==> src/rtl/ccff_chain_loader_pkg.sv <==
// ============================================================================
// Package     : ccff_pkg
// Description : Shared types and constants for the configuration-chain
//               loader: FSM state encoding, default word / chain sizes and
//               the counter-width helper.
// Revision    : 1.0 - initial release
// ============================================================================
`default_nettype none

package ccff_pkg;

  // Loader FSM states, two-bit encoding.
  typedef enum logic [1:0] {
    IDLE  = 2'd0,
    FETCH = 2'd1,
    SHIFT = 2'd2,
    DONE  = 2'd3
  } ccff_state_e;

  localparam int c_default_word_w    = 32;
  localparam int c_default_chain_len = 46;

  // Bits needed to hold every value in 0..max_val (never less than one).
  function automatic int ccff_cnt_w(input int max_val);
    return (max_val < 1) ? 1 : $clog2(max_val + 1);
  endfunction

endpackage

`default_nettype wire

==> src/rtl/ccff_chain_loader_if.sv <==
// ============================================================================
// Interface   : ccff_chain_loader_if
// Description : Valid/ready bitstream word stream feeding the loader.
// Signals     : s_data  - bitstream word, bit 0 shifted first
//               s_valid - s_data valid (driven by the source)
//               s_ready - loader accepts s_data (driven by the loader)
// Modports    : master (word source), slave (loader)
// Revision    : 1.0 - initial release
// ============================================================================
`default_nettype none

interface ccff_chain_loader_if
  import ccff_pkg::*;
#(
  parameter int WORD_W = c_default_word_w
) ();

  logic [WORD_W-1:0] s_data;
  logic              s_valid;
  logic              s_ready;

  modport master (output s_data, output s_valid, input s_ready);
  modport slave  (input s_data, input s_valid, output s_ready);

endinterface

`default_nettype wire

==> src/rtl/ccff_chain_loader_serializer.sv <==
// ============================================================================
// Module      : ccff_serializer
// Description : Word-to-bit serializer. Holds the current bitstream word,
//               presents its bit 0 and shifts right once per shift request.
// Ports       : prog_clk   - programming clock
//               pReset     - synchronous active-high reset
//               i_load     - capture i_data, restart the per-word bit count
//               i_shift    - drop bit 0, advance to the next bit
//               i_data     - word to serialize
//               o_bit      - current serial bit (bit 0 of the buffer)
//               o_last_bit - the bit being presented is the word's last one
//               o_bit_idx  - position of the presented bit within its word
// Revision    : 1.0 - initial release
// ============================================================================
`default_nettype none

module ccff_serializer
  import ccff_pkg::*;
#(
  parameter  int WORD_W = c_default_word_w,
  localparam int WL_W   = ccff_cnt_w(WORD_W),
  localparam int IDX_W  = $clog2(WORD_W)
) (
  input  wire logic              prog_clk,
  input  wire logic              pReset,
  input  wire logic              i_load,
  input  wire logic              i_shift,
  input  wire logic [WORD_W-1:0] i_data,
  output logic                   o_bit,
  output logic                   o_last_bit,
  output logic [IDX_W-1:0]       o_bit_idx
);

  logic [WORD_W-1:0] shift_buf_d, shift_buf_q;
  logic [WL_W-1:0]   word_left_d, word_left_q;

  always_comb begin
    shift_buf_d = shift_buf_q;
    word_left_d = word_left_q;
    if (i_load) begin
      shift_buf_d = i_data;
      word_left_d = WL_W'(WORD_W);
    end else if (i_shift) begin
      shift_buf_d = shift_buf_q >> 1;
      word_left_d = word_left_q - WL_W'(1);
    end
  end

  always_ff @(posedge prog_clk) begin
    if (pReset) begin
      shift_buf_q <= '0;
      word_left_q <= '0;
    end else begin
      shift_buf_q <= shift_buf_d;
      word_left_q <= word_left_d;
    end
  end

  assign o_bit      = shift_buf_q[0];
  assign o_last_bit = (word_left_q == WL_W'(1));
  // Bits already consumed from the word equal the index of the current bit.
  assign o_bit_idx  = IDX_W'(WL_W'(WORD_W) - word_left_q);

endmodule

`default_nettype wire

==> src/rtl/ccff_chain_loader.sv <==
// ============================================================================
// Module      : ccff_chain_loader
// Description : Loads one configuration-chain segment. Accepts bitstream
//               words over a valid/ready stream, serializes them LSB-first
//               onto ccff_head and enables the chain shift clock for exactly
//               CHAIN_LEN cycles per load.
// Ports       : prog_clk   - programming clock, all state on its rising edge
//               pReset     - synchronous active-high reset
//               start      - one-cycle load request, honoured only when idle
//               s_if       - word stream (slave side: s_data/s_valid/s_ready)
//               ccff_head  - serial bit into the chain head
//               cfg_clk_en - chain shift enable (drives the chain clock gate)
//               ccff_tail  - serial bit out of the chain tail
//               busy       - loader is not idle
//               done       - one-cycle pulse when the load completes
//               rb_data    - readback word (old chain content, tail first)
//               rb_valid   - one-cycle rb_data valid pulse
// Options     : CCFF_READBACK_EN - when defined, the old chain content is
//               captured from ccff_tail during shifting and returned on
//               rb_data/rb_valid; otherwise both outputs are tied to zero.
// Revision    : 1.0 - initial release
// ============================================================================
`default_nettype none

module ccff_chain_loader
  import ccff_pkg::*;
#(
  parameter  int WORD_W    = c_default_word_w,
  parameter  int CHAIN_LEN = c_default_chain_len,
  localparam int CNT_W     = ccff_cnt_w(CHAIN_LEN),
  localparam int IDX_W     = $clog2(WORD_W)
) (
  input  wire logic        prog_clk,
  input  wire logic        pReset,
  input  wire logic        start,
  ccff_chain_loader_if.slave s_if,
  output logic             ccff_head,
  output logic             cfg_clk_en,
  input  wire logic        ccff_tail,
  output logic             busy,
  output logic             done,
  output logic [WORD_W-1:0] rb_data,
  output logic             rb_valid
);

  ccff_state_e      state_d, state_q;
  logic [CNT_W-1:0] chain_cnt_d, chain_cnt_q;

  logic             w_load;
  logic             w_shift;
  logic             w_chain_last;
  logic             w_word_last;
  logic             w_ser_bit;
  logic [IDX_W-1:0] w_bit_idx;

  // The bit being shifted now is the last one the chain needs.
  assign w_chain_last = (chain_cnt_q == CNT_W'(CHAIN_LEN - 1));

  always_comb begin
    state_d     = state_q;
    chain_cnt_d = chain_cnt_q;
    w_load      = 1'b0;
    w_shift     = 1'b0;
    case (state_q)
      IDLE: begin
        if (start) begin
          state_d     = FETCH;
          chain_cnt_d = '0;
        end
      end
      FETCH: begin
        // s_ready is high for the whole of FETCH, so valid alone completes the handshake.
        if (s_if.s_valid) begin
          w_load  = 1'b1;
          state_d = SHIFT;
        end
      end
      SHIFT: begin
        w_shift     = 1'b1;
        chain_cnt_d = chain_cnt_q + CNT_W'(1);
        // Chain completion takes priority: leftover word bits are dropped.
        if (w_chain_last) begin
          state_d = DONE;
        end else if (w_word_last) begin
          state_d = FETCH;
        end
      end
      DONE: begin
        state_d = IDLE;
      end
      default: begin
        state_d = IDLE;
      end
    endcase
  end

  always_ff @(posedge prog_clk) begin
    if (pReset) begin
      state_q     <= IDLE;
      chain_cnt_q <= '0;
    end else begin
      state_q     <= state_d;
      chain_cnt_q <= chain_cnt_d;
    end
  end

  ccff_serializer #(
    .WORD_W (WORD_W)
  ) u_serializer (
    .prog_clk   (prog_clk),
    .pReset     (pReset),
    .i_load     (w_load),
    .i_shift    (w_shift),
    .i_data     (s_if.s_data),
    .o_bit      (w_ser_bit),
    .o_last_bit (w_word_last),
    .o_bit_idx  (w_bit_idx)
  );

  // All outputs decode registered state only.
  assign s_if.s_ready = (state_q == FETCH);
  assign cfg_clk_en   = (state_q == SHIFT);
  assign ccff_head    = cfg_clk_en & w_ser_bit;
  assign busy         = (state_q != IDLE);
  assign done         = (state_q == DONE);

`ifdef CCFF_READBACK_EN
  logic [WORD_W-1:0] rb_shift_d, rb_shift_q;
  logic [WORD_W-1:0] rb_data_d, rb_data_q;
  logic              rb_valid_d, rb_valid_q;

  // ccff_tail carries the old chain content while the new image shifts in.
  // Bits are placed by index so a short final word is naturally zero-padded.
  always_comb begin
    rb_shift_d = rb_shift_q;
    rb_data_d  = rb_data_q;
    rb_valid_d = 1'b0;
    if (state_q == IDLE) begin
      rb_shift_d = '0;
    end
    if (w_shift) begin
      rb_shift_d[w_bit_idx] = ccff_tail;
      if (w_word_last || w_chain_last) begin
        rb_data_d  = rb_shift_d;
        rb_valid_d = 1'b1;
        rb_shift_d = '0;
      end
    end
  end

  always_ff @(posedge prog_clk) begin
    if (pReset) begin
      rb_shift_q <= '0;
      rb_data_q  <= '0;
      rb_valid_q <= 1'b0;
    end else begin
      rb_shift_q <= rb_shift_d;
      rb_data_q  <= rb_data_d;
      rb_valid_q <= rb_valid_d;
    end
  end

  assign rb_data  = rb_data_q;
  assign rb_valid = rb_valid_q;
`else
  // Readback absent: the tail and bit index have no consumer.
  logic w_unused_rb;
  assign w_unused_rb = ^{ccff_tail, w_bit_idx};

  assign rb_data  = '0;
  assign rb_valid = 1'b0;
`endif

endmodule

`default_nettype wire

==> src/flat_wrapper.sv <==
// flat-port wrapper written by rule: the top's interface ports become plain ports
module ccff_chain_loader_flat import ccff_pkg::*;
#(
  parameter  int WORD_W    = c_default_word_w,
  parameter  int CHAIN_LEN = c_default_chain_len,
  localparam int CNT_W     = ccff_cnt_w(CHAIN_LEN),
  localparam int IDX_W     = $clog2(WORD_W)
)
  (prog_clk, pReset, start, ccff_head, cfg_clk_en, ccff_tail, busy, done, rb_data, rb_valid, s_if_s_data, s_if_s_valid, s_if_s_ready);
  ccff_chain_loader_if #(.WORD_W(WORD_W)) s_if_i ();
  input  wire logic prog_clk;
  input  wire logic pReset;
  input  wire logic start;
  output logic ccff_head;
  output logic cfg_clk_en;
  input  wire logic ccff_tail;
  output logic busy;
  output logic done;
  output logic [WORD_W-1:0] rb_data;
  output logic rb_valid;
  input wire logic [$bits(s_if_i.s_data)-1:0] s_if_s_data;
  input wire logic [$bits(s_if_i.s_valid)-1:0] s_if_s_valid;
  output wire logic [$bits(s_if_i.s_ready)-1:0] s_if_s_ready;
  assign s_if_i.s_data = s_if_s_data;
  assign s_if_i.s_valid = s_if_s_valid;
  assign s_if_s_ready = s_if_i.s_ready;
  ccff_chain_loader #(.WORD_W(WORD_W), .CHAIN_LEN(CHAIN_LEN)) u_core (.prog_clk(prog_clk), .pReset(pReset), .start(start), .s_if(s_if_i), .ccff_head(ccff_head), .cfg_clk_en(cfg_clk_en), .ccff_tail(ccff_tail), .busy(busy), .done(done), .rb_data(rb_data), .rb_valid(rb_valid));
endmodule
==> config.mk <==
export PLATFORM = sky130hd
export DESIGN_NAME = ccff_chain_loader_flat
export DESIGN_NICKNAME = d
export VERILOG_FILES = /design/src/rtl/ccff_chain_loader_pkg.sv /design/src/rtl/ccff_chain_loader_if.sv /design/src/rtl/ccff_chain_loader_serializer.sv /design/src/rtl/ccff_chain_loader.sv /design/src/flat_wrapper.sv
export SDC_FILE = /design/constraint.sdc
export NUM_CORES = 1
export LEC_CHECK = 0
export ABC_AREA = 1
export CORE_ASPECT_RATIO = 0.7
export CORE_UTILIZATION = 50
export DETAILED_ROUTE_END_ITERATION = 8
export PLACE_DENSITY = 0.85
export SLEW_MARGIN = 20
export SYNTH_ARGS = -nofsm -noshare
export SYNTH_HDL_FRONTEND = slang
export SYNTH_HIERARCHICAL = 1
export SYNTH_SLANG_ARGS = --single-unit
==> constraint.sdc <==
create_clock -name prog_clk -period 2.3 [get_ports prog_clk]
set_input_delay 0.46 -clock prog_clk [delete_from_list [all_inputs] [get_ports prog_clk]]
set_output_delay 0.46 -clock prog_clk [all_outputs]
set_load 0.02 [all_outputs]
==> results.md, run 1 <==
- The flow ran to the end, and the final reports show no timing, DRC or antenna violations.
- Total power for the finished layout comes to 2.41 mW.
- The weighted congestion at the end of routability-driven global placement is 0.817.
- The floorplan step set the die height to 60.3 µm.
- The number of slew-limit violations in the final report is 0.
- The most common cell after layout, fill and taps aside is nand2_1.
- The floorplan step defined a die boundary enclosing 5140 µm².
- The worst-skew pair later-pin latency is 0.30 ns.
- The quantity of I/O buffers inserted on ports is 40.
- The HPWL after detailed placement is 3340 µm.
- The layout net count is approximately 410.
- The cell at the slowest stage of the critical path is clkdlybuf4s50_1.
- The worst setup path is captured at an output port.
- The worst hold path class is register to register.
- STA puts the critical path data required time at 1.84 ns.
- The TritonCTS clock tree is done.
- Entering global routing, the biggest net connects 33 pins.
- For this run, the share of the core covered by cells in the final layout is 62.2%.
- The mean routed wirelength per cell is approximately 11 µm.
- The Yosys warning count is 6.
- The library cells used most frequently in the layout, excluding fill and tap cells, are nand2_1, dfxtp_1, clkdlybuf4s50_1.
- The smallest clock period supported by the final layout is computed as 2.06 ns.
- On the worst path, the slowest cell contributes a delay of 0.60 ns.
- Summing all multi-input logic gate instances after layout gives 1180 µm².
- Fill cells in the final layout number 393.
- The sequential standard cell area is 921 µm².
- The relative slew slack is 55.2%.
- The synthesized instance count is 327.
- The final-layout setup total negative slack is 0 ns.
- The initial standard-cell utilization of the core is 53.9%.
- The post-route cell area is between 2000 and 3000 µm².
- The final cell count without fillers is 420.
- The number of buffers created by CTS is 5.
- The total number of clock tree sinks is 46.
- The total of max-cap violations is 0.
- The number of cells in the design after placement is about 410.
- Dividing the detail-routed via count by the number of cells gives between 4 and 5.
- The largest fanout of any net on the critical path is 7.
- The met3 global-route usage is under 10%.
- The leakage power figure is 1.13 nW.
- Pin placement for this block handled 75 I/O pins.
- After detailed routing, the number of remaining DRC violations is 0.
- The busiest layer in global routing is met2.
- Setup repair after global routing left no endpoint under its margin.
- In this run the core area contains 20 standard-cell rows.
- The area added between synthesis and finish is 15.4%.
- The repair_antennas step left the layout with diodes totalling 0.
- The netlist area before placement is around 2400 µm².
- Across all layers, the routed design uses 2058 vias.
- Once detail routing completed, the nets flagged for antenna violations numbered 0.
- The first global-routing pass estimated approximately 7500 µm of wire.
- Walking the worst path, the cells encountered are inv_2, nand2_2, nor2_1, clkdlybuf4s50_1.
- Timing would allow up to 486 MHz.
- In this run the cell area measured after placement is about 2700 µm².
- In this run, post-CTS hold repair placed 0 buffers.
- The number of antenna violations at the first check in global routing is 0.
- The final count of hold timing violations is 0.
- The first routing iteration left ~110 violations.
- The floorplan step set the die width to 85.3 µm.
- Across every metal layer, demand over resource in global routing totals 19.0%.
- The number of global-route vias before repair is 1686.
- In the global route stage, met1 resource usage came out at 25.3%.
- The worst setup path is launched from a register.
- The core area is roughly 4500 µm².
- The first-pass detailed-route iteration total is 4.
- A synthesized cell averages 7.43 µm².
- For this block, the routed nets add up to 4680 µm of wire.
- The worst setup path is of the register to output port kind.
- Setup violations remaining at the end of the flow were counted as 0.
- The largest vdd supply drop is roughly 340 µV.
- Clock tree synthesis selected as its root buffer the cell clkbuf_8.
- Data arrives at the worst endpoint at about 1.6 ns.
- The count of H-tree levels built during CTS is 2.
- Counting along the longest clock path gives a buffer depth of 2.
- Post-CTS timing repair inserted 0 buffers for setup.
- At the pin with the least slew margin, the transition time is 0.670 ns.
- The met2 demand-to-capacity share in global routing is 30.4%.
- The number of gates resized after CTS was 0.
- The setup clock skew after layout is 0.00739 ns.
- The combined buffer and inverter count along the critical path is 2.
- The global-route congestion overflow total is 0.
- Power spread over the standard cell area amounts to 860 nW/µm².
- The largest delay contributor family on the critical path is buffers and inverters.
- The share of layout cells above drive strength 1 is approximately 8.2%.
- After clock tree synthesis, the clock-pin slew on the worst setup and hold paths is 0.08 ns.
- The worst path uses 89.4% of the clock period.
## worst paths after layout
check / start / end / slack [ns] / cells after the start
hold reg to reg: u_core/u_serializer/shift_buf_q[18]$_SDFFE_PP0P_ / u_core/u_serializer/shift_buf_q[18]$_SDFFE_PP0P_ / 0.47 / 2
hold / removal: u_core/u_serializer/shift_buf_q[18]$_SDFFE_PP0P_ / u_core/u_serializer/shift_buf_q[18]$_SDFFE_PP0P_ / 0.47 / 2
setup / recovery: u_core/state_q[0]$_SDFFE_PP0P_ / ccff_head / 0.24 / 4
setup reg to reg: u_core/state_q[0]$_SDFFE_PP0P_ / u_core/u_serializer/shift_buf_q[22]$_SDFFE_PP0P_ / 0.46 / 7
## report_power, final
part           internal, mW  switching [mW]
clock network         0.208           0.255
registers             0.925          0.0899
logic                 0.332           0.600
## final cells by class
type / count / share of cell area, %
Clock buffer: 6 / 2.59
Sequential cell: 46 / 32.9
Multi-Input combinational cell: 237 / 42.1
Timing Repair Buffer: 45 / 15.6
Clock inverter: 1 / 0.268
Inverter: 30 / 4.11
Tap cell: 55 / 2.46
## registers in the layout, indices dropped and copies added (netlist names)
register                         flops
u_core/u_serializer/word_left_q      6
u_core/u_serializer/shift_buf_q     32
u_core/chain_cnt_q                   6
u_core/state_q                       2
## worst register-to-register path, cell delays in order, from the launching register on
cell	delay [ns]
dfxtp_1	0.38
inv_2	0.09
nand2_2	0.14
inv_2	0.05
buf_4	0.20
nor2_4	0.56
nand2_1	0.13
a31oi_1	0.21
## metal layers
layer  part of all wire (%)  wire length (µm)
met1                     48              2250
met2                     44              2070
met3                    6.7               315
met4                   0.75                35
met5                      0                 0
## stage by stage
stage                     hold slack [ns]  worst slack, ns
after global routing                0.498            0.160
after floorplan                     0.443            0.678
after global placement              0.452            0.284
after CTS                           0.469            0.233
after detailed placement            0.457            0.247
final                               0.472            0.244
(Power assumes the default switching activity.)
==> run 2: changes to the inputs <==
CELL_PAD_IN_SITES_DETAIL_PLACEMENT = 0   (was not set)
CELL_PAD_IN_SITES_GLOBAL_PLACEMENT = 2   (was not set)
CORE_UTILIZATION = 27   (was 50)
PLACE_DENSITY = not set   (was 0.85)
PLACE_DENSITY_LB_ADDON = 0.1   (was not set)
==> run 2 against run 1 <==
Total power is 13% higher. Final area grew 6.2%. Fmax is essentially flat. Sequential power about the same. Clock skew down 0.0012 ns. Non-clock buffer count rose by 1. Wire length is 16% higher. Register-to-register slack better by 0.06 ns. Critical path type unchanged. Critical endpoint unchanged. Largest cell class unchanged. Largest power group unchanged.
==> results.md, run 2 (synthesis results as in run 1) <==
- The TritonCTS clock tree is done.
- For this block, the routed nets add up to 5410 µm of wire.
- The source of the worst register-to-register timing path is u_core/state_q[0]$_SDFFE_PP0P_.
- The setup slack of the worst register-to-register path is 0.52 ns.
- The fmax is 487 MHz.
- The count of cells in the finished layout, fillers not included, comes to between 400 and 500.
- STA puts the critical path data arrival time at between 1.5 and 2 ns.
- The final routed DRC violation total is 0.
- The number of global-route vias before repair was 1794.
- The register with the most flip-flops in the layout has 32 of them.
- The worst setup path is launched from a register.
- At the worst endpoint, the required time is between 1.5 and 2 ns.
- After detailed routing, the number of vias per cell comes to 4.09.
- The beginning of the worst hold path is u_core/u_serializer/shift_buf_q[18]$_SDFFE_PP0P_.
- Pin placement for this block handled 75 I/O pins.
- The leakage power figure is 1.18 nW.
- The number of antenna violations at the first check in global routing is 0.
- The count of H-tree levels built during CTS is 2.
- STA classifies the critical path endpoint as an output port.
- The number of gates resized after CTS is 0.
- The final clock period utilization by the worst path is 89.3%.
- At the pin with the least slew margin, the transition time is between 0.7 and 0.8 ns.
- The total of max-cap violations is 0.
- Walking the worst path, the cells encountered are inv_2, nand2_2, nor2_1, clkdlybuf4s50_1.
- For this design the ratio of total power to cell area is 912 nW/µm².
- The critical path is of the register to output port type.
- The global-route congestion overflow total is 0.
- Counting along the longest clock path gives a buffer depth of 2.
- The total number of clock tree sinks is 46.
- The layout net count is 408.
- The cell at the slowest stage of the critical path is clkdlybuf4s50_1.
- The slack of the critical path is 0.245 ns.
- The number of setup buffers added after CTS is 0.
- The number of antenna diodes in the final layout is 0.
- In the final routed layout, each cell accounts on average for 11.1 µm.
- Clock tree synthesis selected as its root buffer the cell clkbuf_16.
- Hold repair after CTS inserted 0 buffers.
- The number of slew-limit violations in the final report is 0.
- Counting flops per register, the top entry is u_core/u_serializer/shift_buf_q.
- The largest registers in the layout are u_core/u_serializer/shift_buf_q (32), u_core/chain_cnt_q (6), u_core/u_serializer/word_left_q (6).
- The library cells used most frequently in the layout, excluding fill and tap cells, are nand2_1, dfxtp_1, clkdlybuf4s50_1.
- Routability-driven placement finished with a final weighted congestion of 0.767.
- The floorplan step defined a die boundary enclosing ~9400 µm².
- The most common cell after layout, fill and taps aside is nand2_1.
- The largest stage delay on the critical path is 0.61 ns.
- The first global-routing pass estimated around 8800 µm of wire.
- After detailed placement, the design holds a cell count of 479.
- The largest delay contributor family on the critical path is buffers and inverters.
- The relative slew slack is 48.7%.
- Setup repair after global routing left no endpoint under its margin.
- The flow ran to the end, and the final reports show no timing, DRC or antenna violations.
- The first-pass detailed-route iteration total is 4.
- The path with the worst hold slack has its endpoint at u_core/u_serializer/shift_buf_q[18]$_SDFFE_PP0P_.
- The area added between synthesis and finish is 22.5%.
- The die is 81.4 µm tall.
- The initial utilization of the core area, before any placement, comes to 28.3%.
- The number of rows in the core area is 28.
- Setup violations remaining at the end of the flow were counted as 0.
- The share of layout cells above drive strength 1 is 8.99%.
- The number of cells on the worst reg-to-reg path is 6.
- The number of clock buffers added by TritonCTS is 5.
- The final period demand of the worst path is around 2.1 ns.
- The total number of vias is roughly 2000.
- Once layout is complete, the utilization of the core stands at 34.7%.
- The cell depth of the worst hold path is 2.
- The die is 115 µm wide.
- In this run, the number of DRC markers left after iteration 0 of detailed routing was 57.
- Along the worst path, the maximum fanout reaches 7.
- The post-detailed-route count of antenna-violating nets is 0.
- The setup clock skew after layout is around 0.006 ns.
- In this run the standard cell core region covers 8580 µm².
- Before CTS, the worst setup slack after placement is 0.214 ns.
- The worst hold path belongs to the class register to register.
- The final-layout setup total negative slack is 0 ns.
- Clock-pin slew was measured on the worst setup and hold paths at 0.07 ns.
- The critical path contains buffers and inverters numbering 2 combined.
- The worst-skew pair later-pin latency is 0.29 ns.
- Across the VDD grid, the largest voltage drop is 423 µV.
- During placement, the flow inserted port buffers numbering 40.
- Detailed placement ended at an HPWL of 3730 µm.
- The worst register-to-register path ends at u_core/u_serializer/shift_buf_q[1]$_SDFFE_PP0P_.
- The final count of hold timing violations is 0.
- Entering global routing, the biggest net connects 35 pins.
- The all-layer global routing usage is 12.2%.
-- run 2: changes by cell type in the layout (fill, tap and decap cells not counted) --
| cell | before | now |
|---|---|---|
| buf_12 | 0 | 1 |
| clkdlybuf4s50_1 | 40 | 39 |
| inv_6 | 0 | 1 |
| clkinvlp_4 | 1 | 2 |
| clkbuf_8 | 5 | 0 |
| clkbuf_16 | 0 | 5 |
| dlymetal6s2s_1 | 0 | 1 |
| clkbuf_1 | 1 | 0 |
-- run 2: routing by layer --
metal | wire, µm | share of wire (%) | global-route usage (%)
met1 | 3020 | 56 | 17.3
met2 | 2060 | 38 | 17.5
met3 | 284 | 5.2 | 3.28
met4 | 49 | 0.91 | 3.90
met5 | 0 | 0 | 0
-- run 2: power breakdown --
group,switching (mW),internal (mW)
Combinational,0.636,0.343
Sequential,0.0852,0.926
Clock,0.317,0.406
Total,1.04,1.68
-- run 2: cell type report --
class	instances	area [µm²]
timing repair buffer	46	460
clock inverter	3	23.8
inverter	30	115
tap	120	150
sequential	46	921
clock buffer	5	125
fill	933	5610
multi-input combinational	237	1180
-- run 2: stage by stage --
| stage | hold slack, ns | instance area [µm²] | power (mW) |
|---|---|---|---|
| 2_1_floorplan | 0.443 | 2550 | 1.80 |
| 3_3_place_gp | 0.454 | 2820 | 2.03 |
| 3_5_place_dp | 0.458 | 2820 | 2.02 |
| 4_1_cts | 0.470 | 2970 | 2.76 |
| 5_1_grt | 0.489 | 2970 | 2.93 |
| 6_report | 0.469 | 2970 | 2.71 |
-- run 2: worst min-delay path, delay by kind of cell (launching register included) --
family,cells,cell delay (ns)
compound gates,1,0.05
simple gates,1,0.06
flops,1,0.31
-- run 2: worst max path at each step --
stage                                                                 end  cells past startpoint  slack [ns]                            from
after floorplan           u_core/u_serializer/shift_buf_q[1]$_SDFFE_PP0P_                      9        0.68  u_core/state_q[0]$_SDFFE_PP0P_
after global placement    u_core/u_serializer/shift_buf_q[9]$_SDFFE_PP0P_                      8        0.18                    s_if_s_valid
after detailed placement  u_core/u_serializer/shift_buf_q[1]$_SDFFE_PP0P_                      6        0.21                    s_if_s_valid
after CTS                                                      cfg_clk_en                      4        0.06  u_core/state_q[0]$_SDFFE_PP0P_
after global routing                                            ccff_head                      4        0.15  u_core/state_q[0]$_SDFFE_PP0P_
final                                                           ccff_head                      4        0.25  u_core/state_q[0]$_SDFFE_PP0P_
